$ cat config.mk
export PLATFORM = sky130hd
export DESIGN_NAME = clk_period_meter
export DESIGN_NICKNAME = d
export VERILOG_FILES = /design/src/rtl/clk_meas_pkg.sv /design/src/rtl/sync_edge_detect.sv /design/src/rtl/clk_period_meter.sv
export SDC_FILE = /design/constraint.sdc
export NUM_CORES = 1
export LEC_CHECK = 0
export CAP_MARGIN = 20
export CORE_MARGIN = 4
export CORE_UTILIZATION = 52
export DETAILED_ROUTE_END_ITERATION = 12
export PLACE_DENSITY = 0.81
export SLEW_MARGIN = 30
export SYNTH_ARGS = -nofsm -noshare
export SYNTH_HDL_FRONTEND = slang
export SYNTH_SLANG_ARGS = --single-unit
$ cat constraint.sdc
create_clock -name iclk -period 2.35 [get_ports iclk]
set_input_delay 0.3525 -clock iclk [delete_from_list [all_inputs] [get_ports iclk]]
set_output_delay 0.3525 -clock iclk [all_outputs]
set_load 0.01 [all_outputs]
$ cat src/rtl/clk_meas_pkg.sv
// Shared types and constants for the clock period meter: FSM states,
// default sizing and the period-field width helper.
package clk_meas_pkg;

  localparam int DEF_MAX_PERIOD = 64;
  localparam int DEF_AVG_LOG2   = 2;

  typedef enum logic [1:0] {
    ST_IDLE,
    ST_ARM,
    ST_MEASURE,
    ST_DONE
  } meas_state_t;

  // Bits needed to hold any period from 0 up to and including max_period.
  function automatic int period_width(input int max_period);
    return $clog2(max_period + 1);
  endfunction

endpackage

$ cat src/rtl/sync_edge_detect.sv
// Two-flop synchronizer for an asynchronous level plus a one-cycle pulse on
// each synchronized rising edge.
module sync_edge_detect (
  input  logic iclk,
  input  logic rst,
  input  logic din,
  output logic dout,
  output logic rise
);

  logic r_meta;
  logic r_sync;
  logic r_dly;

  always_ff @(posedge iclk or posedge rst) begin
    if (rst) begin
      r_meta <= 1'b0;
      r_sync <= 1'b0;
      r_dly  <= 1'b0;
    end else begin
      r_meta <= din;
      r_sync <= r_meta;
      r_dly  <= r_sync;
    end
  end

  assign dout = r_sync;
  assign rise = r_sync & ~r_dly;

endmodule

$ cat src/rtl/clk_period_meter.sv
// Measures the rise-to-rise period of mclk in iclk cycles, averaged over
// 2^AVG_LOG2 periods, and reports it against an expected value.
module clk_period_meter
  import clk_meas_pkg::*;
#(
  parameter int MAX_PERIOD = DEF_MAX_PERIOD,
  parameter int AVG_LOG2   = DEF_AVG_LOG2,
  parameter int PW         = period_width(MAX_PERIOD)
) (
  input  logic          iclk,
  input  logic          rst,
  input  logic          mclk,
  input  logic          start,
  input  logic [PW-1:0] expected,
  output logic          busy,
  output logic          valid,
  input  logic          ready,
  output logic [PW-1:0] period,
  output logic          timeout,
  output logic          mismatch
);

  localparam int AW = PW + AVG_LOG2;
  localparam int NW = (AVG_LOG2 > 0) ? AVG_LOG2 : 1;
  localparam logic [PW-1:0] CNT_MAX    = PW'(MAX_PERIOD);
  localparam logic [NW-1:0] NSAMP_LAST = NW'((1 << AVG_LOG2) - 1);

  meas_state_t   r_state;
  logic [PW-1:0] r_cnt;
  logic [AW-1:0] r_acc;
  logic [NW-1:0] r_nsamp;
  logic [PW-1:0] r_expected;
  logic          r_busy;
  logic          r_valid;
  logic [PW-1:0] r_period;
  logic          r_timeout;
  logic          r_mismatch;

  logic          w_edge;
  logic          w_mclk_sync_unused;
  logic [AW-1:0] w_acc_sum;
  logic [PW-1:0] w_avg;

  sync_edge_detect u_sync (
    .iclk (iclk),
    .rst  (rst),
    .din  (mclk),
    .dout (w_mclk_sync_unused),
    .rise (w_edge)
  );

  // Sum including the sample that ends on this cycle's edge; the average is
  // the upper PW bits, which cannot exceed MAX_PERIOD.
  assign w_acc_sum = r_acc + AW'(r_cnt);
  assign w_avg     = w_acc_sum[AVG_LOG2 +: PW];

  always_ff @(posedge iclk or posedge rst) begin
    if (rst) begin
      r_state    <= ST_IDLE;
      r_cnt      <= '0;
      r_acc      <= '0;
      r_nsamp    <= '0;
      r_expected <= '0;
      r_busy     <= 1'b0;
      r_valid    <= 1'b0;
      r_period   <= '0;
      r_timeout  <= 1'b0;
      r_mismatch <= 1'b0;
    end else begin
      case (r_state)
        ST_IDLE: begin
          if (start) begin
            r_expected <= expected;
            r_acc      <= '0;
            r_nsamp    <= '0;
            r_cnt      <= PW'(1);
            r_busy     <= 1'b1;
            r_state    <= ST_ARM;
          end
        end
        ST_ARM: begin
          if (w_edge) begin
            r_cnt   <= PW'(1);
            r_state <= ST_MEASURE;
          end else if (r_cnt == CNT_MAX) begin
            r_valid    <= 1'b1;
            r_period   <= '0;
            r_timeout  <= 1'b1;
            r_mismatch <= 1'b1;
            r_state    <= ST_DONE;
          end else begin
            r_cnt <= r_cnt + PW'(1);
          end
        end
        ST_MEASURE: begin
          if (w_edge) begin
            r_acc   <= w_acc_sum;
            r_cnt   <= PW'(1);
            r_nsamp <= r_nsamp + NW'(1);
            if (r_nsamp == NSAMP_LAST) begin
              r_valid    <= 1'b1;
              r_period   <= w_avg;
              r_timeout  <= 1'b0;
              r_mismatch <= (w_avg != r_expected);
              r_state    <= ST_DONE;
            end
          end else if (r_cnt == CNT_MAX) begin
            r_valid    <= 1'b1;
            r_period   <= '0;
            r_timeout  <= 1'b1;
            r_mismatch <= 1'b1;
            r_state    <= ST_DONE;
          end else begin
            r_cnt <= r_cnt + PW'(1);
          end
        end
        ST_DONE: begin
          // Result held until the consumer takes it; start is not looked at here.
          if (r_valid && ready) begin
            r_valid    <= 1'b0;
            r_busy     <= 1'b0;
            r_period   <= '0;
            r_timeout  <= 1'b0;
            r_mismatch <= 1'b0;
            r_state    <= ST_IDLE;
          end
        end
        default: r_state <= ST_IDLE;
      endcase
    end
  end

  assign busy     = r_busy;
  assign valid    = r_valid;
  assign period   = r_period;
  assign timeout  = r_timeout;
  assign mismatch = r_mismatch;

endmodule

==> summary by stage <==
Run status
The run finished with clean final reports.

CTS
The number of sinks driven by the clock tree is 41. In this run, CTS created clock tree buffers numbering 5. The number of H-tree levels is 2.

The tree is rooted in a clkbuf_8. Counting along the longest clock path gives a buffer depth of 2. TritonCTS built the clock tree. The number of buffers inserted for hold repair after clock tree synthesis is 0. Clock-pin slew was measured on the worst setup and hold paths at 80 ps. Clock latency on the worst-skew pair, taken at its later pin, is 290 ps.

Timing
Headroom to the max-slew limit came out at 0.6522. The final clock skew is approximately 2.1 ps. Of the available clock period, the critical path in the final layout requires 0.9284. Setup repair after global routing left no endpoint under its margin.

The final number of setup-violating endpoints is 0. The final critical path time including I/O delays and setup is approximately 2200 ps. The post-route worst setup slack is between 150 and 200 ps. The final max-slew violation count is 0. For this run, the top clock speed supported by timing is ~460 MHz.

At the pin with the least slew margin, the transition time is a little over 500 ps. The final number of hold-violating endpoints is 0.

Cells and area
In the final layout, the share of cells above drive strength 1 is 0.1679. The library cells used most frequently in the layout, excluding fill and tap cells, are 41 x dfrtp_1, 24 x nor2_1, 22 x clkdlybuf4s50_1, 21 x o21ai_0. The diode insertion count for antenna repair is 0. The final cell count without fillers is between 300 and 400. Compared with the post-synthesis result, the final layout area differs by 20.21%. The library cell used most frequently in the layout, excluding fill and tap cells, is dfrtp_1. The final net count is approximately 300.

Measured on the finished design, the core utilization comes to 0.6565.

Synth
The fraction of the mapped netlist area in compound gates was 0.2062. After synthesis, the largest family of logic cells by area is compound AO/OA/AOI/OAI gates. The gate count after technology mapping is approximately 230.

Counting every net in the synthesized netlist gives about 260. Of the total synthesized cell area, the portion taken by AND, OR, NAND and NOR gates is 0.1665. The fraction of synthesis flops using an asynchronous set or reset pin is 1.000. The post-synthesis area per instance is approximately 10 µm².

The area share of fa/ha/maj cells after synthesis is 0.09072. Measured against the total synthesized area, the mux share comes to 0.03247. After synthesis, the cell types taking the most area are dfrtp_1 42%, ha_1 8.2%, a22o_1 5.1%. In this run, synthesis produced a sequential element count of just over 40.

The number of warnings printed during yosys synthesis is 0. The top cell type's share of synthesized area is 0.4227. Yosys mapped the design onto 54 distinct sky130hd cell types. Of all cell types, the one taking the most synthesized area is dfrtp_1. Of the total synthesized cell area, the portion taken by XOR and XNOR cells is 0.05515. The count of flip-flops with a built-in enable after synthesis is 0. After synthesis the cells add up to ~0.0024 mm².

The most common flop cell mapped by yosys is dfrtp_1. The share of the Yosys chip area taken by registers is 0.4227.

Setup path
In this run the worst path has a maximum fanout of 4. The worst register-to-register path has a setup slack of between 150 and 200 ps. The startpoint identified for the worst register-to-register timing path is r_cnt[1].

The cell count of the worst reg-to-reg path is 8. The arrival time at the worst endpoint is about 2400 ps. The capturing point of the worst reg2reg path is mismatch.

STA classifies the critical path startpoint as a flip-flop. The endpoint of the most critical setup path is mismatch. The data required time of the worst path is 2520 ps. The most critical setup path has its startpoint at r_cnt[1]. The kind of critical path is reg2reg. The worst setup path is captured at a flip-flop.

Placed design
Counting tap cells, the placed design contains a total of 317 instances. The count of port buffers added during placement is 22. Before CTS, the worst setup slack after placement is -10.45 ps. Routability-driven placement finished with a final weighted congestion of between 0.8 and 0.9. Summed over all nets, the half-perimeter wirelength after detailed placement is slightly above 4000 µm.

Floorplan
Measured along the x axis, the die boundary spans 76.32 µm. The vertical extent of the die is 76.32 µm. The floorplan step defined a die boundary enclosing roughly 0.0058 mm².

The number of rows in the core area is 24. 23 I/O pins were placed. For this configuration, the core starts out at a cell density of 0.5462. The area of the core is 0.004444 mm².

Routing
The sum of routed wire length over all layers is 5312 µm. In this run, the number of DRC markers left after iteration 0 of detailed routing was around 100. Dividing the detail-routed via count by the number of cells gives 5.807. The remaining antenna violation count is 0. In the routed design, unresolved DRC markers number 0.

The first detailed-routing pass ran for 4 iterations. Dividing the detail-routed wire length by the instance count gives approximately 16 µm. The via count of the routed design is 1893.

Pwr
Of the total power, the share spent switching nets is 0.2235. The portion of total power attributed to sequential cells is 0.590. The share of total power dissipated in combinational logic is 0.033. IR analysis of the VDD net gives a maximum drop of around 0.00036 V. The analysis attributes to cell leakage a power of around 1.4 nW. Total power for the finished layout comes to between 1 and 1.5 mW. Internal power comes to around 0.93 mW. Of the total power, the clock network draws 0.376. For this design the total switching power over the nets is roughly 0.27 mW. For this design the ratio of total power to cell area is slightly above 400 mW/mm².

Global route
The pin count of the biggest net entering global routing is 42. Across every metal layer, demand over resource in global routing totals 0.1996. The first global-routing pass estimated 9273 µm of wire. The via count of the first global-routing pass is about 1900. The total overflow left after global routing is 0. The initial antenna violation count is 0.

Flow run
The tool flagged a number of max-cap violations equal to 0.

Min path
The min-delay analysis places its worst path in the category reg2reg.
[power groups by stage]
stage	clock network, mW	logic (mW)	registers, mW
CTS	0.472	0.0417	0.708
detailed placement	0	0.0416	0.723
floorplan	0	0.0161	0.722
global route	0.511	0.0458	0.709
finish	0.451	0.0402	0.708
global placement	0	0.0412	0.723
[worst min-delay path by stage]
stage               slack [ps]  depth (start not counted)           from          end
floorplan                  330                          0  u_sync.r_meta  u_sync.dout
global placement           340                          0  u_sync.r_meta  u_sync.dout
detailed placement         340                          0  u_sync.r_meta  u_sync.dout
CTS                        360                          0  u_sync.r_meta  u_sync.dout
global route               360                          0  u_sync.r_meta  u_sync.dout
finish                     360                          0  u_sync.r_meta  u_sync.dout
[through the flow]
step,TNS (ps),hold WS [ps],area [µm²]
finish,0,360.6,2918
global route,0,364.9,2918
CTS,0,363.7,2883
detailed placement,-10.45,335.7,2795
global placement,0,343.3,2795
floorplan,0,331.2,2427
[sequential cells by signal, indices dropped and copies added (netlist names)]
signal	flops
r_acc	9
busy	1
mismatch	1
r_state	2
timeout	1
u_sync.dout	1
r_cnt	7
u_sync.r_meta	1
valid	1
period	7
u_sync.r_dly	1
r_expected	7
r_nsamp	2
[routing by layer]
layer / wire length [µm] / share of wire / vias to the layer above / global-route usage
li1: - / - / 920 / -
met1: 2413 / 0.45 / 918 / 0.2582
met2: 2542 / 0.48 / 45 / 0.3234
met3: 218 / 0.041 / 10 / 0.04137
met4: 137 / 0.026 / 0 / 0.08696
met5: 0 / 0 / - / 0
[critical path, stage by stage (launching register included)]
cell	delay (ps)
dfrtp_1	380
buf_4	150
ha_1	280
a21o_1	190
a21oi_1	280
xnor3_1	280
nor2_1	110
nor4b_2	250
a41oi_2	140
[kinds of logic (layout without fill, tap and decap cells)]
| family | count (synthesis) | after routing |
|---|---|---|
| AOI/OAI and AO/OA | 71 | 71 |
| and+or+nand+nor | 69 | 69 |
| DFF | 41 | 41 |
| adders and majority gates | 17 | 17 |
| buffers and inverters | 15 | 57 |
| xor gates and xnor gates | 12 | 12 |
| muxes | 7 | 7 |
[area by class of cell]
class	instances	area, µm²
fillers	356	1526
clock buffers	5	68.82
flip-flops and latches	41	1026
well taps	52	65.06
repair buffers	36	325.3
clock inverters	3	17.52
multi-input cells	176	1366
inverters	13	48.80
[cell usage after synthesis (all sizes together), types with 2 or more instances]
master and number:
dfrtp 41, o21ai 25, nor2 24, ha 16
nand2 16, a22o 14, inv 13, a21oi 12
mux2 7, xnor2 6, and3 5, nand2b 4
xor2 4, a211oi 2, a21o 2, a22oi 2
a31oi 2, nand3 2, nand3b 2, nor2b 2
nor3 2, nor4 2, nor4b 2, o21a 2
o21bai 2, or2 2
[repair_timing]
action | CTS | global route
resized for setup | 1 | 4
endpoints found under the setup margin | 1 | 3
setup buffers | 0 | 1
pin swaps | 0 | 3
No activity file was read; power rests on OpenSTA's default activity.
